**config.mk**
```make
export PLATFORM = sky130hd
export DESIGN_NAME = risc_v_mike_fetch_unit
export DESIGN_NICKNAME = d
export VERILOG_FILES = /design/src/rtl/risc_v_mike_pkg.sv /design/src/rtl/risc_v_mike_fetch_fifo.sv /design/src/rtl/risc_v_mike_fetch_unit.sv
export SDC_FILE = /design/constraint.sdc
export NUM_CORES = 1
export LEC_CHECK = 0
export CAP_MARGIN = 20
export CORE_MARGIN = 2
export CORE_UTILIZATION = 53
export CTS_CLUSTER_DIAMETER = 50
export DETAILED_ROUTE_END_ITERATION = 16
export PLACE_DENSITY_LB_ADDON = 0.3
export SETUP_SLACK_MARGIN = 0.02
export SLEW_MARGIN = 15
export SYNTH_ARGS = -nofsm -noshare
export SYNTH_HDL_FRONTEND = slang
export SYNTH_SLANG_ARGS = --single-unit
```
**constraint.sdc**
```tcl
create_clock -name clk -period 13.8 [get_ports clk]
set_input_delay 2.76 -clock clk [delete_from_list [all_inputs] [get_ports clk]]
set_output_delay 2.76 -clock clk [all_outputs]
set_load 0.02 [all_outputs]
```
**src/rtl/risc_v_mike_pkg.sv**
```systemverilog
// -----------------------------------------------------------------------------
// risc_v_mike_pkg
// Shared types and constants for the risc_v_mike instruction fetch path.
//   t_pc_addr      : byte address type used for the program counter
//   t_fetch_state  : fetch controller states (IDLE, RUN, HALT)
//   t_fetch_entry  : one fetch buffer entry {pc, instr}
//   PC_INC         : sequential PC increment (one 32-bit instruction)
//   is_misaligned  : true when a byte address is not word aligned
// -----------------------------------------------------------------------------
package risc_v_mike_pkg;

    localparam int DATA_32_W = 32;
    localparam int PC_W      = 32;

    typedef logic [PC_W-1:0] t_pc_addr;

    localparam t_pc_addr PC_INC = t_pc_addr'(4);

    typedef enum logic [1:0] {
        IDLE = 2'd0,
        RUN  = 2'd1,
        HALT = 2'd2
    } t_fetch_state;

    typedef struct packed {
        t_pc_addr              pc;
        logic [DATA_32_W-1:0]  instr;
    } t_fetch_entry;

    function automatic logic is_misaligned(input t_pc_addr addr);
        return (addr[1:0] != 2'b00);
    endfunction

endpackage

```
**src/rtl/risc_v_mike_fetch_fifo.sv**
```systemverilog
// -----------------------------------------------------------------------------
// risc_v_mike_fetch_fifo
// Small circular buffer holding fetched {pc, instr} entries between the
// fetch controller and decode.
//   DEPTH    : number of entries, power of two and >= 2
//   i_clk    : clock, rising edge
//   i_rst_n  : asynchronous active-low reset of pointers and occupancy
//   i_flush  : discard all entries (wins over push and pop)
//   i_push   : write i_wdata at the tail (caller guarantees !full or pop)
//   i_pop    : remove the head (caller guarantees !empty)
//   i_wdata  : entry to write
//   o_rdata  : entry at the head (undefined content when empty)
//   o_full   : all DEPTH entries occupied
//   o_empty  : no entries occupied
// -----------------------------------------------------------------------------
module risc_v_mike_fetch_fifo
    import risc_v_mike_pkg::*;
#(
    parameter int DEPTH = 2
) (
    input  logic         i_clk,
    input  logic         i_rst_n,
    input  logic         i_flush,
    input  logic         i_push,
    input  logic         i_pop,
    input  t_fetch_entry i_wdata,
    output t_fetch_entry o_rdata,
    output logic         o_full,
    output logic         o_empty
);

    localparam int PTR_W = $clog2(DEPTH);
    localparam int CNT_W = PTR_W + 1;

    // Storage carries data only; occupancy is tracked by pointers and count,
    // so it needs no reset.
    t_fetch_entry     r_mem [DEPTH];
    logic [PTR_W-1:0] r_wr_ptr;
    logic [PTR_W-1:0] r_rd_ptr;
    logic [CNT_W-1:0] r_count;

    logic             w_wr;
    logic             w_rd;

    assign w_wr = i_push & ~i_flush;
    assign w_rd = i_pop  & ~i_flush;

    // Pointers wrap naturally because DEPTH is a power of two.
    always_ff @(posedge i_clk or negedge i_rst_n) begin
        if (!i_rst_n) begin
            r_wr_ptr <= '0;
            r_rd_ptr <= '0;
            r_count  <= '0;
        end else if (i_flush) begin
            r_wr_ptr <= '0;
            r_rd_ptr <= '0;
            r_count  <= '0;
        end else begin
            if (w_wr) begin
                r_wr_ptr <= r_wr_ptr + PTR_W'(1);
            end
            if (w_rd) begin
                r_rd_ptr <= r_rd_ptr + PTR_W'(1);
            end
            case ({w_wr, w_rd})
                2'b10:   r_count <= r_count + CNT_W'(1);
                2'b01:   r_count <= r_count - CNT_W'(1);
                default: r_count <= r_count;
            endcase
        end
    end

    // When full, push and pop share the same slot: the head is read out
    // combinationally before the edge overwrites it.
    always_ff @(posedge i_clk) begin
        if (w_wr) begin
            r_mem[r_wr_ptr] <= i_wdata;
        end
    end

    assign o_rdata = r_mem[r_rd_ptr];
    assign o_full  = (r_count == CNT_W'(DEPTH));
    assign o_empty = (r_count == '0);

endmodule

```
**src/rtl/risc_v_mike_fetch_unit.sv**
```systemverilog
// -----------------------------------------------------------------------------
// risc_v_mike_fetch_unit
// Instruction fetch: keeps the PC, reads a combinational instruction memory,
// and queues {pc, instr} pairs for decode through a small buffer.
//   RESET_PC       : PC loaded on reset
//   FIFO_DEPTH     : fetch buffer entries (power of two, >= 2)
//   clk            : clock, rising edge
//   rst            : asynchronous reset, active low
//   fetch_en       : allows new fetches
//   imem_addr      : byte address to instruction memory (equals PC)
//   imem_rd_data   : instruction word for imem_addr, same cycle
//   redirect_valid : branch/jump redirect request (flushes the buffer)
//   redirect_pc    : redirect target
//   instr_valid    : buffer head is valid
//   instr_data     : head instruction (0 when empty)
//   instr_pc       : head byte address (0 when empty)
//   instr_ready    : decode accepts the head
//   fetch_misalign : sticky misaligned-target flag
// Build option: RISC_V_MIKE_FETCH_MISALIGN_CHK_EN enables misaligned redirect
// detection (HALT state and the fetch_misalign port). Without it the low two
// bits of redirect_pc are ignored.
// -----------------------------------------------------------------------------
module risc_v_mike_fetch_unit
    import risc_v_mike_pkg::*;
#(
    parameter t_pc_addr RESET_PC   = 32'h0,
    parameter int       FIFO_DEPTH = 2
) (
    input  logic                 clk,
    input  logic                 rst,
    input  logic                 fetch_en,
    output t_pc_addr             imem_addr,
    input  logic [DATA_32_W-1:0] imem_rd_data,
    input  logic                 redirect_valid,
    input  t_pc_addr             redirect_pc,
    output logic                 instr_valid,
    output logic [DATA_32_W-1:0] instr_data,
    output t_pc_addr             instr_pc,
    input  logic                 instr_ready
`ifdef RISC_V_MIKE_FETCH_MISALIGN_CHK_EN
    ,
    output logic                 fetch_misalign
`endif
);

    t_fetch_state r_state;
    t_fetch_state w_state_next;
    t_pc_addr     r_pc;
    t_pc_addr     w_redir_pc;
    logic         w_push;
    logic         w_pop;
    logic         w_full;
    logic         w_empty;
    t_fetch_entry w_wdata;
    t_fetch_entry w_rdata;

`ifdef RISC_V_MIKE_FETCH_MISALIGN_CHK_EN
    logic         r_misalign;
    logic         w_misalign;

    assign w_misalign     = is_misaligned(redirect_pc);
    assign w_redir_pc     = redirect_pc;
    assign fetch_misalign = r_misalign;
`else
    // Target is forced to word alignment; masking keeps every bit in use.
    assign w_redir_pc = redirect_pc & ~t_pc_addr'(3);
`endif

    // ---- next state ----
    always_comb begin
        w_state_next = r_state;
        if (redirect_valid) begin
`ifdef RISC_V_MIKE_FETCH_MISALIGN_CHK_EN
            if (w_misalign) begin
                w_state_next = HALT;
            end else if (r_state == IDLE) begin
                w_state_next = IDLE;
            end else begin
                w_state_next = RUN;
            end
`else
            // A redirect while idle only moves the PC; it never starts fetching.
            if (r_state == IDLE) begin
                w_state_next = IDLE;
            end else begin
                w_state_next = RUN;
            end
`endif
        end else begin
            case (r_state)
                IDLE:    if (fetch_en)  w_state_next = RUN;
                RUN:     if (!fetch_en) w_state_next = IDLE;
                default: w_state_next = r_state;
            endcase
        end
    end

    always_ff @(posedge clk or negedge rst) begin
        if (!rst) begin
            r_state <= IDLE;
        end else begin
            r_state <= w_state_next;
        end
    end

    // ---- push / pop control ----
    // The IDLE cycle with fetch_en high is the edge that enters RUN; its fetch
    // is captured too, so the first word reaches the head one cycle after
    // fetching is enabled. HALT never pushes.
    assign w_pop  = ~w_empty & instr_ready & ~redirect_valid;
    assign w_push = fetch_en & ~redirect_valid &
                    ((r_state == RUN) | (r_state == IDLE)) &
                    (~w_full | w_pop);

    // ---- program counter ----
    always_ff @(posedge clk or negedge rst) begin
        if (!rst) begin
            r_pc <= RESET_PC;
        end else if (redirect_valid) begin
            r_pc <= w_redir_pc;
        end else if (w_push) begin
            r_pc <= r_pc + PC_INC;
        end
    end

`ifdef RISC_V_MIKE_FETCH_MISALIGN_CHK_EN
    // Any redirect rewrites the flag: misaligned sets it, aligned clears it.
    always_ff @(posedge clk or negedge rst) begin
        if (!rst) begin
            r_misalign <= 1'b0;
        end else if (redirect_valid) begin
            r_misalign <= w_misalign;
        end
    end
`endif

    assign imem_addr = r_pc;

    // ---- fetch buffer ----
    assign w_wdata.pc    = r_pc;
    assign w_wdata.instr = imem_rd_data;

    risc_v_mike_fetch_fifo #(
        .DEPTH (FIFO_DEPTH)
    ) u_fifo (
        .i_clk   (clk),
        .i_rst_n (rst),
        .i_flush (redirect_valid),
        .i_push  (w_push),
        .i_pop   (w_pop),
        .i_wdata (w_wdata),
        .o_rdata (w_rdata),
        .o_full  (w_full),
        .o_empty (w_empty)
    );

    // Head outputs are forced to zero when empty so stale storage never leaks.
    assign instr_valid = ~w_empty;
    assign instr_data  = w_empty ? '0 : w_rdata.instr;
    assign instr_pc    = w_empty ? '0 : w_rdata.pc;

endmodule

```
==> impl_metrics.py <==
metrics = {
    "routing": {
        "ant_nets": 0,
        "drt-pass1-iter-count": 5,
        "totalWireLength_um": 14300,
        "via_per_inst": 5.29,
        "drc_errors": 0,
        "vias": 4415,
        "initialDrtViolationCount": 360,
        "drt-wirelength-per-cell_um": 17.1,
    },
    "yosys": {
        "yosysMostFrequentCell": "edfxtp_1",
        "synth_area_leaders": "edfxtp_1 (56%), dfrtp_1 (13%), mux2i_1 (9.4%), nor2_1 (4.2%), nand2_1 (2.6%)",
        "synth_cells": 490,
        "synth.cell_area_mm2": 0.00668,
        "synthFlopType": "edfxtp_1",
        "synth_top_cell_by_area": "edfxtp_1",
        "avgSynthCellArea_um2": 13.6,
        "synth_top_area_share_pct": 55.7,
        "synth-edff-count": 124,
        "synth_common_cells": "edfxtp_1 (124), nor2_1 (75), mux2i_1 (63)",
        "yosys.cell_types.count": 45,
        "yosys_warnings": 0,
        "async_flop_share_pct": 21.5,
        "synth-seq-cells": 158,
        "synth_seq_area_share_pct": 68.5,
    },
    "critical_path": {
        "arrival_ns": 2.63,
        "cp_slowest_cell": "dfrtp_4",
        "crit_path_start_kind": "register",
        "r2r_slack_ns": 11.53,
        "r2r-end": "imem_addr[19]",
        "path_max_fanout": 63,
        "cp-endpoint": "instr_pc[13]",
        "cp-end-kind": "output pin",
        "r2r-start": "imem_addr[5]",
        "path_cells": "mux2i_1 > nor2_1 > clkdlybuf4s50_1",
        "crit_required_ns": 11.04,
        "cpLargestDelayFamily": "flip-flops",
        "max_stage_delay_ns": 1.15,
        "worst-path-stages": 3,
        "critical_path_class": "reg2out",
        "cp_num_buf_inv": 1,
        "r2r_cells": 5,
        "worstSetupStartpoint": "u_fifo.r_rd_ptr",
    },
    "floorplanning": {
        "dieArea_mm2": 0.0135,
        "dieWidth_um": 116,
        "coreArea_mm2": 0.0125,
        "fp.dieH_um": 116,
        "initial_utilization_pct": 53.6,
        "rows": 41,
        "boundaryPins": 166,
    },
    "sta": {
        "relSlewSlack_pct": 25.5,
        "rsz0062_at_grt": "no",
        "tns_ns": 0,
        "setup_violations": 0,
        "fin_crit_sh_pct": 39.0,
        "worst_pin_slew_ns": 1.12,
        "finalCriticalPeriod_ns": 5.39,
        "finClkSkew_ns": 0.00490,
        "hold_violations": 0,
        "fmaxAchievable_ghz": 0.186,
        "finalMaxSlewViolations": 0,
    },
    "global_route": {
        "antenna_found_initial": 0,
        "grt_overflow_total": 0,
        "grt_pass1_vias": 4335,
        "grt_max_degree": 67,
        "grt_pass1_wl_um": 21700,
        "track_usage_pct": 21.4,
    },
    "clocking": {
        "clk_latency_ns": 0.41,
        "clock_sinks": 158,
        "cts_buffers": 17,
        "hold_buffers": 0,
        "cts.clk_slew.worst_paths_ns": 0.06,
        "cts_resized": 0,
        "cts_buffer_depth": 2,
        "root_buffer": "clkbuf_16",
        "h-tree-depth": 4,
        "postCtsSetupBuffers": 0,
        "cts_tree": "yes",
    },
    "min_path": {
        "hp-class": "reg2reg",
    },
    "outcome": {
        "status": "finished clean",
    },
    "finish": {
        "layout-drive-gt1-share_pct": 7.70,
        "post-route-util_pct": 72.3,
        "diodes": 0,
        "finalNetCount": 719,
        "area_growth_pct": 35.0,
    },
    "placement": {
        "io_buffers": 159,
        "gp_congestion": 0.831,
        "dp_hpwl_um": 9230,
    },
    "power_and_ir_drop": {
        "power_mw": 1.20,
        "cellPowerDensity_mw_per_mm2": 133,
        "power.leakage_nw": 3.10,
        "irDropWorstVdd_mv": 0.0682,
    },
    "job": {
        "maxCapViolCount": 0,
    },
}
## metal layers
| layer | global-route usage, % | vias up | share of wire [%] |
|---|---|---|---|
| met5 | 0 | - | 0 |
| met4 | 8.17 | 0 | 1.9 |
| met3 | 5.19 | 20 | 6.7 |
| met2 | 36.5 | 174 | 50 |
| met1 | 26.6 | 2147 | 41 |
| li1 | - | 2074 | - |
## logic make-up (layout without fill, tap and decap cells)
family	count (synthesis)	count (layout)	share of synthesized area [%]
other	1	4	0.0561
AOI/OAI and AO/OA	36	36	2.88
buffers and inverters	31	200	2.21
muxes	63	63	9.44
and+or+nand+nor	170	170	12.8
DFF	158	158	68.5
adders and majority gates	1	1	0.187
xor gates and xnor gates	30	30	3.93
## layout make-up
| class | count | area, um^2 |
|---|---|---|
| clock buffer | 22 | 464 |
| tap | 172 | 215 |
| timing repair buffer | 164 | 1620 |
| fill | 845 | 3450 |
| multi-input combinational | 304 | 1990 |
| sequential | 158 | 4580 |
| clock inverter | 10 | 139 |
| inverter | 4 | 15.0 |
## worst reg2reg max path, delay by kind of cell, from the launching register on
kind	cells	cell delay, ns
AO/OA/AOI/OAI	1	0.14
AND/OR/NAND/NOR	3	1.27
XOR/XNOR	1	0.18
flip-flops	1	0.51
## report_power, final
part	total (mW)	switching, mW	internal [mW]
registers	0.572	0.0285	0.544
clock network	0.471	0.176	0.295
logic	0.157	0.0794	0.0779
## placed cells by master (no fill, tap or decap), drive strengths merged, types with 5 or more instances in the layout
cell type and n:
inv 5, mux2i 63, clkinv 6, clkbuf 22, nand4 13, nand2 47, xnor2 15, dfrtp 34
o21ai 30, nor3 9, buf 7, xor2 15, nor2 75, edfxtp 124, nand3 5, clkdlybuf4s50 157
## state kept, by name, indices dropped and copies added, names as in the netlist
name and flops:
imem_addr 30, u_fifo.r_mem 124, u_fifo.r_wr_ptr 1, u_fifo.r_rd_ptr 1, u_fifo.r_count 2
## through the flow
stage	instance area [um^2]	hold WS (ns)	std cells	setup WS, ns
after floorplan	6690	0.525	493	5.51
after global placement	8410	0.494	802	8.74
after detailed placement	8410	0.505	802	8.67
after CTS	9020	0.519	834	8.41
after global routing	9020	0.543	834	8.26
final	9020	0.517	834	8.41
## worst min-delay path by stage
stage	from	to	slack (ns)	cells after the start
4_1_cts	imem_addr[30]	u_fifo.r_mem[0][62]	0.52	0
6_report	imem_addr[30]	u_fifo.r_mem[0][62]	0.52	0
3_5_place_dp	imem_addr[30]	u_fifo.r_mem[0][62]	0.50	0
3_3_place_gp	imem_addr[30]	u_fifo.r_mem[0][62]	0.49	0
5_1_grt	imem_addr[30]	u_fifo.r_mem[0][62]	0.54	0
2_1_floorplan	u_fifo.r_wr_ptr	u_fifo.r_wr_ptr	0.52	2
Note: power is estimated with default switching activity, not from simulation.
